--- src/rtl/alu_pkg.sv ---
// Shared types, defaults and operand-need lookup for the alu_dut_core slice.
package alu_pkg;

    localparam int DEF_WIDTH       = 8;
    localparam int DEF_CWIDTH      = 4;
    localparam int DEF_WAIT_CYCLES = 16;

    typedef enum logic [3:0] {
        A_ADD     = 4'd0,
        A_SUB     = 4'd1,
        A_ADD_CIN = 4'd2,
        A_SUB_CIN = 4'd3,
        A_INC_A   = 4'd4,
        A_DEC_A   = 4'd5,
        A_INC_B   = 4'd6,
        A_DEC_B   = 4'd7,
        A_CMP     = 4'd8
    } arith_cmd_e;

    typedef enum logic [3:0] {
        L_AND     = 4'd0,
        L_NAND    = 4'd1,
        L_OR      = 4'd2,
        L_NOR     = 4'd3,
        L_XOR     = 4'd4,
        L_XNOR    = 4'd5,
        L_NOT_A   = 4'd6,
        L_NOT_B   = 4'd7,
        L_SHR1_A  = 4'd8,
        L_SHL1_A  = 4'd9,
        L_SHR1_B  = 4'd10,
        L_SHL1_B  = 4'd11,
        L_ROL_A_B = 4'd12,
        L_ROR_A_B = 4'd13
    } logic_cmd_e;

    typedef enum logic [1:0] {
        IDLE    = 2'd0,
        WAIT_OP = 2'd1,
        EXEC    = 2'd2
    } state_e;

    localparam logic [1:0] NEED_NONE = 2'b00;
    localparam logic [1:0] NEED_A    = 2'b01;
    localparam logic [1:0] NEED_B    = 2'b10;
    localparam logic [1:0] NEED_AB   = 2'b11;

    // Unknown codes need nothing, so any valid operand lets them through to raise ERR.
    function automatic logic [1:0] op_need(input logic mode, input logic [DEF_CWIDTH-1:0] cmd);
        op_need = NEED_NONE;
        if (mode) begin
            case (cmd)
                A_ADD, A_SUB, A_ADD_CIN, A_SUB_CIN, A_CMP: op_need = NEED_AB;
                A_INC_A, A_DEC_A:                          op_need = NEED_A;
                A_INC_B, A_DEC_B:                          op_need = NEED_B;
                default:                                   op_need = NEED_NONE;
            endcase
        end else begin
            case (cmd)
                L_AND, L_NAND, L_OR, L_NOR, L_XOR, L_XNOR,
                L_ROL_A_B, L_ROR_A_B:                      op_need = NEED_AB;
                L_NOT_A, L_SHR1_A, L_SHL1_A:               op_need = NEED_A;
                L_NOT_B, L_SHR1_B, L_SHL1_B:               op_need = NEED_B;
                default:                                   op_need = NEED_NONE;
            endcase
        end
    endfunction

endpackage

--- src/rtl/alu_exec.sv ---
// Combinational compute unit: one command on held or live operands gives result and flags.
module alu_exec
    import alu_pkg::*;
#(
    parameter int WIDTH  = DEF_WIDTH,
    parameter int CWIDTH = DEF_CWIDTH
) (
    input  logic [WIDTH-1:0]  i_a,
    input  logic [WIDTH-1:0]  i_b,
    input  logic [CWIDTH-1:0] i_cmd,
    input  logic              i_mode,
    input  logic              i_cin,
    output logic [WIDTH+1:0]  o_res,
    output logic              o_cout,
    output logic              o_oflow,
    output logic              o_e,
    output logic              o_g,
    output logic              o_l,
    output logic              o_err
);

    localparam int SW = $clog2(WIDTH);
    localparam logic [WIDTH:0] ONE = {{WIDTH{1'b0}}, 1'b1};

    logic [WIDTH:0]   w_t;
    logic [WIDTH-1:0] w_rol;
    logic [WIDTH-1:0] w_ror;
    logic [SW-1:0]    w_amt;
    logic             w_rot_bad;

    assign w_amt     = i_b[SW-1:0];
    // Bit SW of OPB is tolerated; only bits above it flag a bad rotate amount.
    assign w_rot_bad = |(i_b >> (SW + 1));

    always_comb begin
        w_rol = '0;
        w_ror = '0;
        for (int i = 0; i < WIDTH; i++) begin
            w_rol[i] = i_a[SW'(i) - w_amt];
            w_ror[i] = i_a[SW'(i) + w_amt];
        end
    end

    always_comb begin
        o_res   = '0;
        o_cout  = 1'b0;
        o_oflow = 1'b0;
        o_e     = 1'b0;
        o_g     = 1'b0;
        o_l     = 1'b0;
        o_err   = 1'b0;
        w_t     = '0;
        if (i_mode) begin
            case (i_cmd)
                A_ADD:     begin w_t = {1'b0, i_a} + {1'b0, i_b};                          o_res = {1'b0, w_t}; o_cout = w_t[WIDTH]; end
                A_ADD_CIN: begin w_t = {1'b0, i_a} + {1'b0, i_b} + {{WIDTH{1'b0}}, i_cin}; o_res = {1'b0, w_t}; o_cout = w_t[WIDTH]; end
                A_INC_A:   begin w_t = {1'b0, i_a} + ONE;                                  o_res = {1'b0, w_t}; o_cout = w_t[WIDTH]; end
                A_INC_B:   begin w_t = {1'b0, i_b} + ONE;                                  o_res = {1'b0, w_t}; o_cout = w_t[WIDTH]; end
                // Subtracting in WIDTH+1 bits leaves the borrow in the top bit.
                A_SUB:     begin w_t = {1'b0, i_a} - {1'b0, i_b};                          o_res = {2'b00, w_t[WIDTH-1:0]}; o_oflow = w_t[WIDTH]; end
                A_SUB_CIN: begin w_t = {1'b0, i_a} - {1'b0, i_b} - {{WIDTH{1'b0}}, i_cin}; o_res = {2'b00, w_t[WIDTH-1:0]}; o_oflow = w_t[WIDTH]; end
                A_DEC_A:   begin w_t = {1'b0, i_a} - ONE;                                  o_res = {2'b00, w_t[WIDTH-1:0]}; o_oflow = w_t[WIDTH]; end
                A_DEC_B:   begin w_t = {1'b0, i_b} - ONE;                                  o_res = {2'b00, w_t[WIDTH-1:0]}; o_oflow = w_t[WIDTH]; end
                A_CMP: begin
                    o_e = (i_a == i_b);
                    o_g = (i_a > i_b);
                    o_l = (i_a < i_b);
                end
                default: o_err = 1'b1;
            endcase
        end else begin
            case (i_cmd)
                L_AND:     o_res = {2'b00, i_a & i_b};
                L_NAND:    o_res = {2'b00, ~(i_a & i_b)};
                L_OR:      o_res = {2'b00, i_a | i_b};
                L_NOR:     o_res = {2'b00, ~(i_a | i_b)};
                L_XOR:     o_res = {2'b00, i_a ^ i_b};
                L_XNOR:    o_res = {2'b00, ~(i_a ^ i_b)};
                L_NOT_A:   o_res = {2'b00, ~i_a};
                L_NOT_B:   o_res = {2'b00, ~i_b};
                L_SHR1_A:  o_res = {2'b00, i_a >> 1};
                L_SHL1_A:  o_res = {2'b00, i_a << 1};
                L_SHR1_B:  o_res = {2'b00, i_b >> 1};
                L_SHL1_B:  o_res = {2'b00, i_b << 1};
                L_ROL_A_B: if (w_rot_bad) o_err = 1'b1; else o_res = {2'b00, w_rol};
                L_ROR_A_B: if (w_rot_bad) o_err = 1'b1; else o_res = {2'b00, w_ror};
                default:   o_err = 1'b1;
            endcase
        end
    end

endmodule

--- src/rtl/alu_dut_core.sv ---
// ALU core: operand collection FSM, wait counter and registered outputs.
// Build option: define ALU_WAIT_EN to hold a lone operand and wait for its partner.
module alu_dut_core
    import alu_pkg::*;
#(
    parameter int WIDTH       = DEF_WIDTH,
    parameter int CWIDTH      = DEF_CWIDTH,
    parameter int WAIT_CYCLES = DEF_WAIT_CYCLES,
    localparam int CNT_W      = $clog2(WAIT_CYCLES + 1)
) (
    input  logic              CLK,
    input  logic              RST,
    input  logic [WIDTH-1:0]  OPA,
    input  logic [WIDTH-1:0]  OPB,
    input  logic [CWIDTH-1:0] CMD,
    input  logic              MODE,
    input  logic              CIN,
    input  logic              CE,
    input  logic [1:0]        INP_VALID,
    output logic [WIDTH+1:0]  RES,
    output logic              COUT,
    output logic              OFLOW,
    output logic              E,
    output logic              G,
    output logic              L,
    output logic              ERR,
    output state_e            o_dbg_state,
    output logic [CNT_W-1:0]  o_dbg_cnt
);

    state_e             r_state;
    logic [CNT_W-1:0]   r_cnt;
    logic [WIDTH-1:0]   r_a, r_b;
    logic [CWIDTH-1:0]  r_cmd;
    logic               r_mode, r_cin;
    logic [1:0]         r_have;
    logic [WIDTH+1:0]   r_res;
    logic               r_cout, r_oflow, r_e, r_g, r_l, r_err;

    state_e             w_state_nxt;
    logic [CNT_W-1:0]   w_cnt_nxt;
    logic               w_in_wait, w_load, w_force_err, w_latch_ctl, w_latch_ops;
    logic [CWIDTH-1:0]  w_cmd;
    logic               w_mode, w_cin;
    logic [WIDTH-1:0]   w_a, w_b;
    logic [1:0]         w_need;
    logic [WIDTH+1:0]   w_res;
    logic               w_cout, w_oflow, w_e, w_g, w_l, w_err;

    // While waiting, the held command wins and the held operand fills the missing slot.
    assign w_in_wait = (r_state == WAIT_OP);
    assign w_cmd     = w_in_wait ? r_cmd  : CMD;
    assign w_mode    = w_in_wait ? r_mode : MODE;
    assign w_cin     = w_in_wait ? r_cin  : CIN;
    assign w_a       = (w_in_wait && !INP_VALID[0]) ? r_a : OPA;
    assign w_b       = (w_in_wait && !INP_VALID[1]) ? r_b : OPB;
    assign w_need    = op_need(w_mode, w_cmd);

    alu_exec #(.WIDTH(WIDTH), .CWIDTH(CWIDTH)) u_exec (
        .i_a     (w_a),
        .i_b     (w_b),
        .i_cmd   (w_cmd),
        .i_mode  (w_mode),
        .i_cin   (w_cin),
        .o_res   (w_res),
        .o_cout  (w_cout),
        .o_oflow (w_oflow),
        .o_e     (w_e),
        .o_g     (w_g),
        .o_l     (w_l),
        .o_err   (w_err)
    );

    always_comb begin
        w_state_nxt = r_state;
        w_cnt_nxt   = r_cnt;
        w_load      = 1'b0;
        w_force_err = 1'b0;
        w_latch_ctl = 1'b0;
        w_latch_ops = 1'b0;
        case (r_state)
            WAIT_OP: begin
                if ((INP_VALID & ~r_have) != 2'b00) begin
                    w_load      = 1'b1;
                    w_state_nxt = EXEC;
                    w_cnt_nxt   = '0;
                end else if (r_cnt >= CNT_W'(WAIT_CYCLES)) begin
                    w_load      = 1'b1;
                    w_force_err = 1'b1;
                    w_state_nxt = IDLE;
                    w_cnt_nxt   = '0;
                end else begin
                    w_cnt_nxt   = r_cnt + CNT_W'(1);
                    w_latch_ops = (INP_VALID != 2'b00);
                end
            end
            default: begin
                // EXEC accepts new work exactly like IDLE so results can stream every cycle.
                w_cnt_nxt = '0;
                if (INP_VALID == 2'b00) begin
                    w_state_nxt = IDLE;
                end else if ((w_need & ~INP_VALID) == 2'b00) begin
                    w_load      = 1'b1;
                    w_state_nxt = EXEC;
                end else if (w_need == NEED_AB) begin
`ifdef ALU_WAIT_EN
                    w_latch_ctl = 1'b1;
                    w_latch_ops = 1'b1;
                    w_cnt_nxt   = CNT_W'(1);
                    w_state_nxt = WAIT_OP;
`else
                    w_load      = 1'b1;
                    w_force_err = 1'b1;
                    w_state_nxt = IDLE;
`endif
                end else begin
                    w_state_nxt = IDLE;
                end
            end
        endcase
    end

    always_ff @(posedge CLK) begin
        if (!RST) begin
            r_state <= IDLE;
            r_cnt   <= '0;
            r_a     <= '0;
            r_b     <= '0;
            r_cmd   <= '0;
            r_mode  <= 1'b0;
            r_cin   <= 1'b0;
            r_have  <= 2'b00;
            r_res   <= '0;
            r_cout  <= 1'b0;
            r_oflow <= 1'b0;
            r_e     <= 1'b0;
            r_g     <= 1'b0;
            r_l     <= 1'b0;
            r_err   <= 1'b0;
        end else if (CE) begin
            r_state <= w_state_nxt;
            r_cnt   <= w_cnt_nxt;
            if (w_latch_ctl) begin
                r_cmd  <= CMD;
                r_mode <= MODE;
                r_cin  <= CIN;
                r_have <= INP_VALID;
            end
            if (w_latch_ops) begin
                if (INP_VALID[0]) r_a <= OPA;
                if (INP_VALID[1]) r_b <= OPB;
            end
            if (w_load) begin
                r_res   <= w_force_err ? '0   : w_res;
                r_cout  <= w_force_err ? 1'b0 : w_cout;
                r_oflow <= w_force_err ? 1'b0 : w_oflow;
                r_e     <= w_force_err ? 1'b0 : w_e;
                r_g     <= w_force_err ? 1'b0 : w_g;
                r_l     <= w_force_err ? 1'b0 : w_l;
                r_err   <= w_force_err ? 1'b1 : w_err;
            end
        end
    end

    assign RES         = r_res;
    assign COUT        = r_cout;
    assign OFLOW       = r_oflow;
    assign E           = r_e;
    assign G           = r_g;
    assign L           = r_l;
    assign ERR         = r_err;
    assign o_dbg_state = r_state;
    assign o_dbg_cnt   = r_cnt;

endmodule

--- config.mk ---
export PLATFORM = sky130hd
export DESIGN_NAME = alu_dut_core
export DESIGN_NICKNAME = d
export VERILOG_FILES = /design/src/rtl/alu_pkg.sv /design/src/rtl/alu_exec.sv /design/src/rtl/alu_dut_core.sv
export SDC_FILE = /design/constraint.sdc
export NUM_CORES = 1
export LEC_CHECK = 0
export CAP_MARGIN = 20
export CORE_UTILIZATION = 50
export DETAILED_ROUTE_END_ITERATION = 12
export GPL_TIMING_DRIVEN = 0
export PLACE_DENSITY = 0.72
export SYNTH_ARGS = -nofsm -noshare
export SYNTH_HDL_FRONTEND = slang
export SYNTH_SLANG_ARGS = --single-unit
export TNS_END_PERCENT = 1
--- constraint.sdc ---
create_clock -name CLK -period 5.4 [get_ports CLK]
set_input_delay 1.08 -clock CLK [delete_from_list [all_inputs] [get_ports CLK]]
set_output_delay 1.08 -clock CLK [all_outputs]
set_load 0.01 [all_outputs]
==> metrics <==
actual slew at the worst max-slew pin=between 1 and 1.5 ns; Leakage=2.10 nW; Die W=a little over 100 um; Fmax=between 0.15 and 0.2 GHz; Slowest-stage cell, CP=o41ai_1; Rel. slew slack=a little under a quarter; CP startpoint kind=input port; WL final=19.6 mm; most area-consuming cells after synthesis=ha_1, mux4_2, mux2i_1; die height=between 100 and 150 um; Clock Sinks=16; Clock Skews=0 ns; Clk pin slew, worst setup/hold paths=roughly 0.060 ns; worst skew pair latency=roughly 0.25 ns; async set-reset flop share out of synthesis=0%; starting density of the core=52.2%; status=complete, no violations; # IOs=50; Fin. Hold Viols=0; Netlist Area Pre-Place=a little under 5000 sq um; Post-Syn Area per Cell=7.92 sq um; Layout area overhead=13.5%; Slew Limit Fails=0; Routed WL per cell=about 25 um; WS Path Type=input port to flop; nets=between 700 and 800; Synth Instances=614; top post-synthesis cells by count=ha_1, nand2_1, nor2_1; critical path data arrival time=approximately 5.4 ns; Synth Flop Type=dfxtp_1; slack of the critical path=0.198 ns; Syn. warnings=0; Critical Path End Type=flop; vias in the first global route=5112; Post-synth EDFFs=0; clock buffer count from CTS=3; first-pass GRT wire length=29.6 mm; CTS Buffer Depth=2; gr ovfl total=0; final setup vio count=0; Setup WS pre-CTS=0.131 ns; library cells used by synthesis=~90; initial drt markers=between 700 and 800; Max Cap Violations=0; vias per inst=7.05; worst-path maximum fanout=10; slowest stage delay, CP=0.72 ns; part of the Yosys area used for sequential elements=6.58%; # diodes=0; RSZ-0062 raised after global routing=false; Max VDD drop=between 0.00007 and 0.00008 V; hold-fix buffers at CTS=0; PwrDens=approximately 140 nW/um^2; root buffer cell=clkbuf_8; post-CTS repair timing setup buffer count=0; port buffer count=a little over 40; gr usage total=between 30 and 40%; post-layout min period=between 5 and 6 ns; First-pass DRT Iterations=6; Final GP Congestion=between 1 and 1.5; TritonCTS clock tree=yes; row cnt=35; dominant cell type by area after synthesis=ha_1; setup TNS=0 ns; Critical Path, Cell by Cell=clkdlybuf4s50_1 > clkbuf_1 > inv_1 > ha_1 > a21oi_1 > o211ai_1 > o41ai_1 > xnor2_1 > nor3b_1 > or4b_1 > a31oi_1; CTS resizes=0; H-tree depth=1; pin count of the biggest net entering global routing=13; share of the synthesized area in the top cell type=10.3%; fin crit share=a little over nine tenths; HPWL Detailed=around 15 mm; FF+latch count, synth=16; vias=5605; critical path data required time=approximately 5.6 ns; ANT nets after route=0; Remaining DRCs=0; die area=10100 sq um; Core Area=about 9300 sq um; worst hold path class=flop to flop; share of cells above drive strength 1=13.2%; initial antenna violation count=0
-- metal layers --
layer | global-route usage, % | up-vias | routed length [um]
li1 | - | 2457 | -
met1 | 52.0 | 2658 | 7660
met2 | 60.2 | 430 | 8430
met3 | 9.71 | 60 | 2590
met4 | 14.8 | 0 | 924
met5 | 0 | - | 0
-- critical path: cells and delay by family --
family          cells  cell delay, ns
fa+ha+maj           1            0.49
buf+inv             3            1.65
simple gates        2            0.64
xor+xnor            1            0.26
compound gates      4            1.25
-- through the flow --
step | instances | util (%) | total power [mW] | area (sq um) | hold slack [ns]
after floorplan | 620 | - | 0.479 | 4890 | 0.481
after global placement | 790 | 58.5 | 0.624 | 5460 | 0.444
after detailed placement | 790 | 58.5 | 0.629 | 5460 | 0.453
after CTS | 794 | 59.1 | 0.736 | 5520 | 0.462
after global routing | 795 | 59.2 | 0.791 | 5520 | 0.494
final | 795 | 59.2 | 0.755 | 5520 | 0.465
-- final timing paths --
path | slack [ns] | startpoint | cells after the start | endpoint
worst max-delay path | 0.20 | OPB[1] | 11 | COUT$_SDFFE_PN0P_
worst min-delay path | 0.46 | RES[5]$_SDFFE_PN0P_ | 2 | RES[5]$_SDFFE_PN0P_
worst max register to register | 4.58 | RES[7]$_SDFFE_PN0P_ | 4 | RES[7]$_SDFFE_PN0P_
worst min register to register | 0.46 | RES[5]$_SDFFE_PN0P_ | 2 | RES[5]$_SDFFE_PN0P_
-- report_power, final --
group          total [mW]  leakage, nW  internal, mW  switching, mW
Combinational       0.523         1.95         0.210          0.313
Clock               0.105       0.0288        0.0646         0.0406
Sequential          0.126        0.130         0.123        0.00276
Total               0.755         2.10         0.398          0.357
-- cells in the final DEF, fill, tap and decap left out, drive strengths merged, types with 13 or more instances in the layout --
cell type      count
clkdlybuf4s50     41
nand2             40
ha                40
nor2              37
a21oi             34
buf               34
mux2i             33
inv               29
clkbuf            26
o21ai             24
nand3             22
xnor2             19
xor2              18
mux4              17
dfxtp             16
o22ai             16
a31oi             13
-- flip-flops by register name, indices dropped and copies added (netlist names) --
name / cells
G: 1
ERR: 1
L: 1
OFLOW: 1
COUT: 1
E: 1
RES: 9
o_dbg_state: 1
-- cell type report --
type	instances	area, sq um
buffer	55	312
clock buffer	4	55.1
fill	888	3800
inverter	29	109
multi-input combinational	520	4150
sequential	16	320
tap	129	161
timing repair buffer	42	418
-- logic make-up after synthesis --
family,Yosys count,synth area share [%]
xor gates and xnor gates,37,6.81
DFF,16,6.58
and+or+nand+nor,190,22.4
other,1,0.0771
buffers and inverters,84,8.64
AOI/OAI and AO/OA,191,29.0
adders and majority gates,42,11.1
muxes,53,15.4
Note: power is estimated with default switching activity, not from simulation.
